### src/rtl/mem_refill_arbiter_if.sv
// Bundle of every handshake/data signal between the refill arbiter, the two
// cache miss handlers and the external memory port.
//   slave  : arbiter view (drives *_ready, *_rvalid, *_done, mem_* requests)
//   master : environment view (caches + memory model drive the other side)
interface mem_refill_arbiter_if #(
  parameter int ADDR_WIDTH = 26,
  parameter int DATA_WIDTH = 32
);
  // I-cache refill path
  logic                  ic_req_valid;
  logic [ADDR_WIDTH-1:0] ic_req_addr;
  logic                  ic_req_ready;
  logic [DATA_WIDTH-1:0] ic_rdata;
  logic                  ic_rvalid;
  logic                  ic_done;
  // D-cache refill / writeback path
  logic                  dc_req_valid;
  logic                  dc_req_write;
  logic [ADDR_WIDTH-1:0] dc_req_addr;
  logic                  dc_req_ready;
  logic [DATA_WIDTH-1:0] dc_wdata;
  logic                  dc_wready;
  logic [DATA_WIDTH-1:0] dc_rdata;
  logic                  dc_rvalid;
  logic                  dc_done;
  // external memory port
  logic                  mem_req_valid;
  logic                  mem_req_write;
  logic [ADDR_WIDTH-1:0] mem_req_addr;
  logic                  mem_req_ready;
  logic                  mem_wvalid;
  logic [DATA_WIDTH-1:0] mem_wdata;
  logic                  mem_wready;
  logic [DATA_WIDTH-1:0] mem_rdata;
  logic                  mem_rvalid;
  logic                  proto_err;

  modport slave (
    input  ic_req_valid, ic_req_addr,
    output ic_req_ready, ic_rdata, ic_rvalid, ic_done,
    input  dc_req_valid, dc_req_write, dc_req_addr, dc_wdata,
    output dc_req_ready, dc_wready, dc_rdata, dc_rvalid, dc_done,
    output mem_req_valid, mem_req_write, mem_req_addr, mem_wvalid, mem_wdata,
    input  mem_req_ready, mem_wready, mem_rdata, mem_rvalid,
    output proto_err
  );

  modport master (
    output ic_req_valid, ic_req_addr,
    input  ic_req_ready, ic_rdata, ic_rvalid, ic_done,
    output dc_req_valid, dc_req_write, dc_req_addr, dc_wdata,
    input  dc_req_ready, dc_wready, dc_rdata, dc_rvalid, dc_done,
    input  mem_req_valid, mem_req_write, mem_req_addr, mem_wvalid, mem_wdata,
    output mem_req_ready, mem_wready, mem_rdata, mem_rvalid,
    input  proto_err
  );
endinterface

### src/rtl/mem_refill_arbiter.sv
// Round-robin arbiter sharing one external memory port between the I-cache
// refill path and the D-cache refill/writeback path. One requester owns the
// port for a whole line burst: IDLE (arbitrate) -> ADDR -> LINE_WORDS beats
// (RDATA or WDATA) -> DONE -> IDLE.
// Ports:
//   clk   : clock
//   rst_n : synchronous active-low reset
//   bus   : mem_refill_arbiter_if.slave (cache request/response + memory port)
module mem_refill_arbiter #(
  parameter int ADDR_WIDTH = 26,
  parameter int DATA_WIDTH = 32,
  parameter int LINE_WORDS = 4
) (
  input logic                 clk,
  input logic                 rst_n,
  mem_refill_arbiter_if.slave bus
);

  localparam int CW = $clog2(LINE_WORDS);
  localparam logic [CW-1:0] LAST_BEAT = CW'(LINE_WORDS - 1);

  localparam logic [2:0] S_IDLE  = 3'd0;
  localparam logic [2:0] S_ADDR  = 3'd1;
  localparam logic [2:0] S_RDATA = 3'd2;
  localparam logic [2:0] S_WDATA = 3'd3;
  localparam logic [2:0] S_DONE  = 3'd4;

  localparam logic OWN_IC = 1'b0;
  localparam logic OWN_DC = 1'b1;

  typedef struct packed {
    logic                  owner;
    logic                  write;
    logic [ADDR_WIDTH-1:0] addr;
  } grant_t;

  logic [2:0]    state;
  logic [CW-1:0] cnt;
  grant_t        gnt;
  logic          last_grant;
  logic          proto_err_q;

  logic in_addr, in_rd, in_wr, in_done;
  logic pick_dc, rd_beat, wr_beat, own_ic, own_dc;

  assign in_addr = (state == S_ADDR);
  assign in_rd   = (state == S_RDATA);
  assign in_wr   = (state == S_WDATA);
  assign in_done = (state == S_DONE);
  assign own_ic  = (gnt.owner == OWN_IC);
  assign own_dc  = (gnt.owner == OWN_DC);

  // D-cache wins when alone, or on a tie when the I-cache went last.
  assign pick_dc = bus.dc_req_valid & (~bus.ic_req_valid | (last_grant == OWN_IC));

  assign rd_beat = in_rd & bus.mem_rvalid;
  assign wr_beat = in_wr & bus.mem_wready;

  // Address phase, driven straight from the registered grant.
  assign bus.mem_req_valid = in_addr;
  assign bus.mem_req_write = in_addr & gnt.write;
  assign bus.mem_req_addr  = in_addr ? gnt.addr : '0;
  assign bus.ic_req_ready  = in_addr & bus.mem_req_ready & own_ic;
  assign bus.dc_req_ready  = in_addr & bus.mem_req_ready & own_dc;

  // Read beats forwarded with zero latency; the buses stay 0 when not owned.
  assign bus.ic_rvalid = rd_beat & own_ic;
  assign bus.dc_rvalid = rd_beat & own_dc;
  assign bus.ic_rdata  = bus.ic_rvalid ? bus.mem_rdata : '0;
  assign bus.dc_rdata  = bus.dc_rvalid ? bus.mem_rdata : '0;

  // Writeback beats pass straight through; only the D-cache ever writes.
  assign bus.mem_wvalid = in_wr;
  assign bus.mem_wdata  = in_wr ? bus.dc_wdata : '0;
  assign bus.dc_wready  = wr_beat;

  assign bus.ic_done   = in_done & own_ic;
  assign bus.dc_done   = in_done & own_dc;
  assign bus.proto_err = proto_err_q;

  always_ff @(posedge clk) begin
    if (!rst_n) begin
      state       <= S_IDLE;
      cnt         <= '0;
      gnt         <= '0;
      last_grant  <= OWN_IC;
      proto_err_q <= 1'b0;
    end else begin
      // Stray read beats are dropped but remembered until reset.
      if (bus.mem_rvalid && !in_rd) proto_err_q <= 1'b1;

      case (state)
        S_IDLE: begin
          if (bus.ic_req_valid || bus.dc_req_valid) begin
            gnt.owner <= pick_dc;
            gnt.write <= pick_dc & bus.dc_req_write;
            gnt.addr  <= pick_dc ? bus.dc_req_addr : bus.ic_req_addr;
            state     <= S_ADDR;
          end
        end
        S_ADDR: begin
          if (bus.mem_req_ready) state <= gnt.write ? S_WDATA : S_RDATA;
        end
        S_RDATA: begin
          if (rd_beat) begin
            cnt <= cnt + 1'b1;
            if (cnt == LAST_BEAT) state <= S_DONE;
          end
        end
        S_WDATA: begin
          if (wr_beat) begin
            cnt <= cnt + 1'b1;
            if (cnt == LAST_BEAT) state <= S_DONE;
          end
        end
        S_DONE: begin
          last_grant <= gnt.owner;
          cnt        <= '0;
          state      <= S_IDLE;
        end
        default: state <= S_IDLE;
      endcase
    end
  end

endmodule

### src/flat_wrapper.sv
// flat-port wrapper written by rule: the top's interface ports become plain ports
module mem_refill_arbiter_flat 
#(
  parameter int ADDR_WIDTH = 26,
  parameter int DATA_WIDTH = 32,
  parameter int LINE_WORDS = 4
)
  (clk, rst_n, bus_ic_req_valid, bus_ic_req_addr, bus_ic_req_ready, bus_ic_rdata, bus_ic_rvalid, bus_ic_done, bus_dc_req_valid, bus_dc_req_write, bus_dc_req_addr, bus_dc_wdata, bus_dc_req_ready, bus_dc_wready, bus_dc_rdata, bus_dc_rvalid, bus_dc_done, bus_mem_req_valid, bus_mem_req_write, bus_mem_req_addr, bus_mem_wvalid, bus_mem_wdata, bus_mem_req_ready, bus_mem_wready, bus_mem_rdata, bus_mem_rvalid, bus_proto_err);
  mem_refill_arbiter_if #(.ADDR_WIDTH(ADDR_WIDTH), .DATA_WIDTH(DATA_WIDTH)) bus_i ();
  input logic clk;
  input logic rst_n;
  input wire logic [$bits(bus_i.ic_req_valid)-1:0] bus_ic_req_valid;
  input wire logic [$bits(bus_i.ic_req_addr)-1:0] bus_ic_req_addr;
  output wire logic [$bits(bus_i.ic_req_ready)-1:0] bus_ic_req_ready;
  output wire logic [$bits(bus_i.ic_rdata)-1:0] bus_ic_rdata;
  output wire logic [$bits(bus_i.ic_rvalid)-1:0] bus_ic_rvalid;
  output wire logic [$bits(bus_i.ic_done)-1:0] bus_ic_done;
  input wire logic [$bits(bus_i.dc_req_valid)-1:0] bus_dc_req_valid;
  input wire logic [$bits(bus_i.dc_req_write)-1:0] bus_dc_req_write;
  input wire logic [$bits(bus_i.dc_req_addr)-1:0] bus_dc_req_addr;
  input wire logic [$bits(bus_i.dc_wdata)-1:0] bus_dc_wdata;
  output wire logic [$bits(bus_i.dc_req_ready)-1:0] bus_dc_req_ready;
  output wire logic [$bits(bus_i.dc_wready)-1:0] bus_dc_wready;
  output wire logic [$bits(bus_i.dc_rdata)-1:0] bus_dc_rdata;
  output wire logic [$bits(bus_i.dc_rvalid)-1:0] bus_dc_rvalid;
  output wire logic [$bits(bus_i.dc_done)-1:0] bus_dc_done;
  output wire logic [$bits(bus_i.mem_req_valid)-1:0] bus_mem_req_valid;
  output wire logic [$bits(bus_i.mem_req_write)-1:0] bus_mem_req_write;
  output wire logic [$bits(bus_i.mem_req_addr)-1:0] bus_mem_req_addr;
  output wire logic [$bits(bus_i.mem_wvalid)-1:0] bus_mem_wvalid;
  output wire logic [$bits(bus_i.mem_wdata)-1:0] bus_mem_wdata;
  input wire logic [$bits(bus_i.mem_req_ready)-1:0] bus_mem_req_ready;
  input wire logic [$bits(bus_i.mem_wready)-1:0] bus_mem_wready;
  input wire logic [$bits(bus_i.mem_rdata)-1:0] bus_mem_rdata;
  input wire logic [$bits(bus_i.mem_rvalid)-1:0] bus_mem_rvalid;
  output wire logic [$bits(bus_i.proto_err)-1:0] bus_proto_err;
  assign bus_i.ic_req_valid = bus_ic_req_valid;
  assign bus_i.ic_req_addr = bus_ic_req_addr;
  assign bus_ic_req_ready = bus_i.ic_req_ready;
  assign bus_ic_rdata = bus_i.ic_rdata;
  assign bus_ic_rvalid = bus_i.ic_rvalid;
  assign bus_ic_done = bus_i.ic_done;
  assign bus_i.dc_req_valid = bus_dc_req_valid;
  assign bus_i.dc_req_write = bus_dc_req_write;
  assign bus_i.dc_req_addr = bus_dc_req_addr;
  assign bus_i.dc_wdata = bus_dc_wdata;
  assign bus_dc_req_ready = bus_i.dc_req_ready;
  assign bus_dc_wready = bus_i.dc_wready;
  assign bus_dc_rdata = bus_i.dc_rdata;
  assign bus_dc_rvalid = bus_i.dc_rvalid;
  assign bus_dc_done = bus_i.dc_done;
  assign bus_mem_req_valid = bus_i.mem_req_valid;
  assign bus_mem_req_write = bus_i.mem_req_write;
  assign bus_mem_req_addr = bus_i.mem_req_addr;
  assign bus_mem_wvalid = bus_i.mem_wvalid;
  assign bus_mem_wdata = bus_i.mem_wdata;
  assign bus_i.mem_req_ready = bus_mem_req_ready;
  assign bus_i.mem_wready = bus_mem_wready;
  assign bus_i.mem_rdata = bus_mem_rdata;
  assign bus_i.mem_rvalid = bus_mem_rvalid;
  assign bus_proto_err = bus_i.proto_err;
  mem_refill_arbiter #(.ADDR_WIDTH(ADDR_WIDTH), .DATA_WIDTH(DATA_WIDTH), .LINE_WORDS(LINE_WORDS)) u_core (.clk(clk), .rst_n(rst_n), .bus(bus_i));
endmodule
### config.mk
export PLATFORM = sky130hd
export DESIGN_NAME = mem_refill_arbiter_flat
export DESIGN_NICKNAME = d
export VERILOG_FILES = /design/src/rtl/mem_refill_arbiter_if.sv /design/src/rtl/mem_refill_arbiter.sv /design/src/flat_wrapper.sv
export SDC_FILE = /design/constraint.sdc
export NUM_CORES = 1
export LEC_CHECK = 0
export CAP_MARGIN = 20
export CORE_MARGIN = 2
export CORE_UTILIZATION = 28
export CTS_CLUSTER_SIZE = 8
export DETAILED_ROUTE_END_ITERATION = 10
export PLACE_DENSITY = 0.75
export RECOVER_POWER = 25
export SYNTH_ARGS = -nofsm -noshare
export SYNTH_HDL_FRONTEND = slang
export SYNTH_SLANG_ARGS = --single-unit
### constraint.sdc
create_clock -name clk -period 1.52 [get_ports clk]
set_input_delay 0.304 -clock clk [delete_from_list [all_inputs] [get_ports clk]]
set_output_delay 0.304 -clock clk [all_outputs]
set_load 0.02 [all_outputs]
==> results_dict.tcl <==
set metrics [dict create \
    port_buffers 256 \
    rsz0062_at_grt "yes" \
    synth_edf_count 0 \
    final_hold_viol_count 0 \
    vias 3559 \
    ys.flop_type "dfxtp_1" \
    cp_num_buf_inv 4 \
    place_congestion 0.833 \
    outcome "finished with violations" \
    synth_area_sq_um 2800 \
    syn_nets 451 \
    dp_cells 711 \
    grt_pass1_vias 3533 \
    slew_headroom_pct 67.0 \
    synth_cell_types 40 \
    fin_cells 745 \
    drtIter0Drc 163 \
    fin_ws_ns -0.360 \
    setup_violations 162 \
    grt_pass1_wl_mm 18.9 \
    crit_path_end_kind "output pin" \
    clk_latency_ns 0.28 \
    path_cells "nor4_4 > buf_6 > buf_12 > buf_16 > and2_4 > buf_6" \
    wl_met3_um 867 \
    pre_cts_slack_ns -0.927 \
    synth_top_area_cell "dfxtp_1" \
    violations "setup timing" \
    core_area_sq_um 9730 \
    dr.pass1.iters 4 \
    layout-drive-gt1-share_pct 53.1 \
    path_class "reg -> out" \
    grt-ovfl-total 0 \
    cts_sinks 35 \
    synth_cells 326 \
    synth.yosys.seq_area_share_pct 25.0 \
    fin_crit_sh_pct 124 \
    maxCapViolCount 0 \
    wire_per_inst_um 17.6 \
    die_area_sq_um 10800 \
    postSynth.asyncResetShare_pct 0 \
    die_w_um 104 \
    max_freq_ghz 0.532 \
    dp_hpwl_mm 8.90 \
    p_leak_nw 2.93 \
    clk_pin_slew_worst_paths_ns 0.07 \
    crit_top_cell "buf_6" \
    cp_max_fo 8 \
    wl_met1_mm 5.09 \
    wirelength_mm 13.1 \
    cts_buffer_depth 2 \
    antenna_found_initial 0 \
    syn_to_final_growth_pct 136 \
    power.density_nw_per_um2 788 \
    synthTopCellsByCount "82 x and2_1, 35 x dfxtp_1, 33 x and3_1" \
    drv_slew 0 \
    yosys_warnings 0 \
    tritoncts "done" \
    fillCellCount 748 \
    topRoutingLayerUsed "met4" \
    cts_buffers 5 \
    drc_errors 0 \
    rows 36 \
    final_antenna_net_count 0 \
    synth_top_cell_area_share_pct 25.0 \
    grt_util_all_layers_pct 21.6 \
    min_period_ns 1.88 \
    fin_skew_ns 0.00173 \
    cpPeakStageDelay_ns 0.37 \
    nets 736 \
    crit_arrival_ns 1.58 \
    cp_data_required_time_ns 1.22 \
    cts-root-buf "clkbuf_8" \
    hold_path.class "reg -> reg" \
    ys_seq_elements 35 \
    io_pins 257 \
    avgSynthCellArea_sq_um 8.58 \
    ir_worst_vdd_mv 0.626 \
    start_util_pct 28.8 \
    netlist_top_cells_area "dfxtp_1 25%, and2_1 18%, mux2i_1 10%, a211oi_2 8.1%, and3_1 7.4%" \
    drt-vias-per-instance 4.78 \
    htree_levels 2 \
    worst_slew_pin_slew_ns 0.494 \
    synth_most_common_cell "and2_1" \
    worst_path_max_delay_cell "dfxtp_4" \
    wl_met2_mm 6.95 \
    die_y_um 104 \
    critPathTopFamily "buffers and inverters" \
    n_antenna_cell 0 \
    start_kind "flop" \
    grt_max_degree 37 \
]
==> per-layer routing <==
layer	track usage (%)	up-vias
li1	-	1701
met3	6.20	13
met5	0	-
met1	23.7	1679
met2	40.3	166
met4	5.89	0
==> sequential cells by signal, indices dropped and copies added, names as in the netlist <==
signal	flops
u_core.cnt	2
u_core.gnt	27
u_core.bus.proto_err	1
u_core.own_dc	1
u_core.last_grant	1
u_core.state	3
==> logic make-up (layout without fill, tap and decap cells) <==
family | after synthesis | after routing | share of synthesized area (%)
mux | 29 | 29 | 10.6
buf+inv | 37 | 323 | 8.18
simple gates | 156 | 156 | 36.7
fa+ha+maj | 1 | 1 | 0.447
flops | 35 | 35 | 25.0
compound gates | 68 | 68 | 19.1
==> worst min-delay path: stages, from the launching register on <==
cell and delay, ns:
dfxtp_1 0.31, inv_1 0.05, a21oi_1 0.05
==> power by group <==
group | switching [mW] | internal, mW | total, mW
Combinational | 1.45 | 1.86 | 3.31
Sequential | 0.131 | 1.11 | 1.24
Clock | 0.340 | 0.322 | 0.662
Total | 1.92 | 3.29 | 5.21
==> timing repair <==
action	CTS	global route
resized for setup	610	167
cloned	7	3
setup endpoints to repair	159	165
setup buffers	10	8
pin swaps	10	54
hold buffers	0	0
==> cells in the final DEF, fill, tap and decap left out, types with 3 or more instances in the layout <==
cell | Yosys | final
and2_4 | 0 | 60
clkbuf_8 | 0 | 5
a21oi_1 | 32 | 26
buf_4 | 2 | 18
clkdlybuf4s50_1 | 0 | 122
inv_1 | 3 | 3
clkdlybuf4s15_2 | 0 | 34
and3_1 | 33 | 33
buf_16 | 0 | 5
a21oi_2 | 0 | 6
nand2_1 | 5 | 3
nand2b_1 | 3 | 3
buf_6 | 10 | 110
dfxtp_1 | 35 | 31
a211oi_1 | 8 | 7
and2_1 | 82 | 13
o21ai_0 | 4 | 4
buf_12 | 0 | 13
mux2i_1 | 28 | 28
clkbuf_16 | 0 | 3
nor2_1 | 7 | 3
and2_2 | 12 | 21
dfxtp_4 | 0 | 4
a211oi_2 | 18 | 18
==> path summary, 6_finish.rpt <==
path                   startpoint                   end  slack, ns  depth (start not counted)
max               u_core.state[0]       bus_dc_rdata[3]      -0.36                          6
min          u_core.bus.proto_err  u_core.bus.proto_err       0.45                          2
max reg2reg       u_core.state[1]         u_core.gnt[1]      -0.09                          7
min reg2reg  u_core.bus.proto_err  u_core.bus.proto_err       0.45                          2
==> metrics by stage <==
step	utilization [%]	instance area (sq um)	TNS, ns	total power [mW]	hold WS [ns]
floorplan	-	2880	-0.0749	2.51	0.420
global placement	59.0	5740	-89.69	3.50	0.439
detailed placement	59.0	5740	-94.09	3.57	0.449
CTS	62.9	6120	-42.06	4.77	0.457
global route	68.0	6620	-49.38	5.47	0.472
finish	68.0	6620	-39.50	5.21	0.453
==> layout make-up <==
cell class	count	area [sq um]	area share, %
clock inverter	1	5.00	0.0757
sequential	35	716	10.8
clock buffer	7	76.3	1.15
timing repair buffer	311	3510	53.0
tap	133	166	2.52
multi-input combinational	254	2130	32.2
inverter	4	15.0	0.227
No activity file was read; power rests on OpenSTA's default activity.
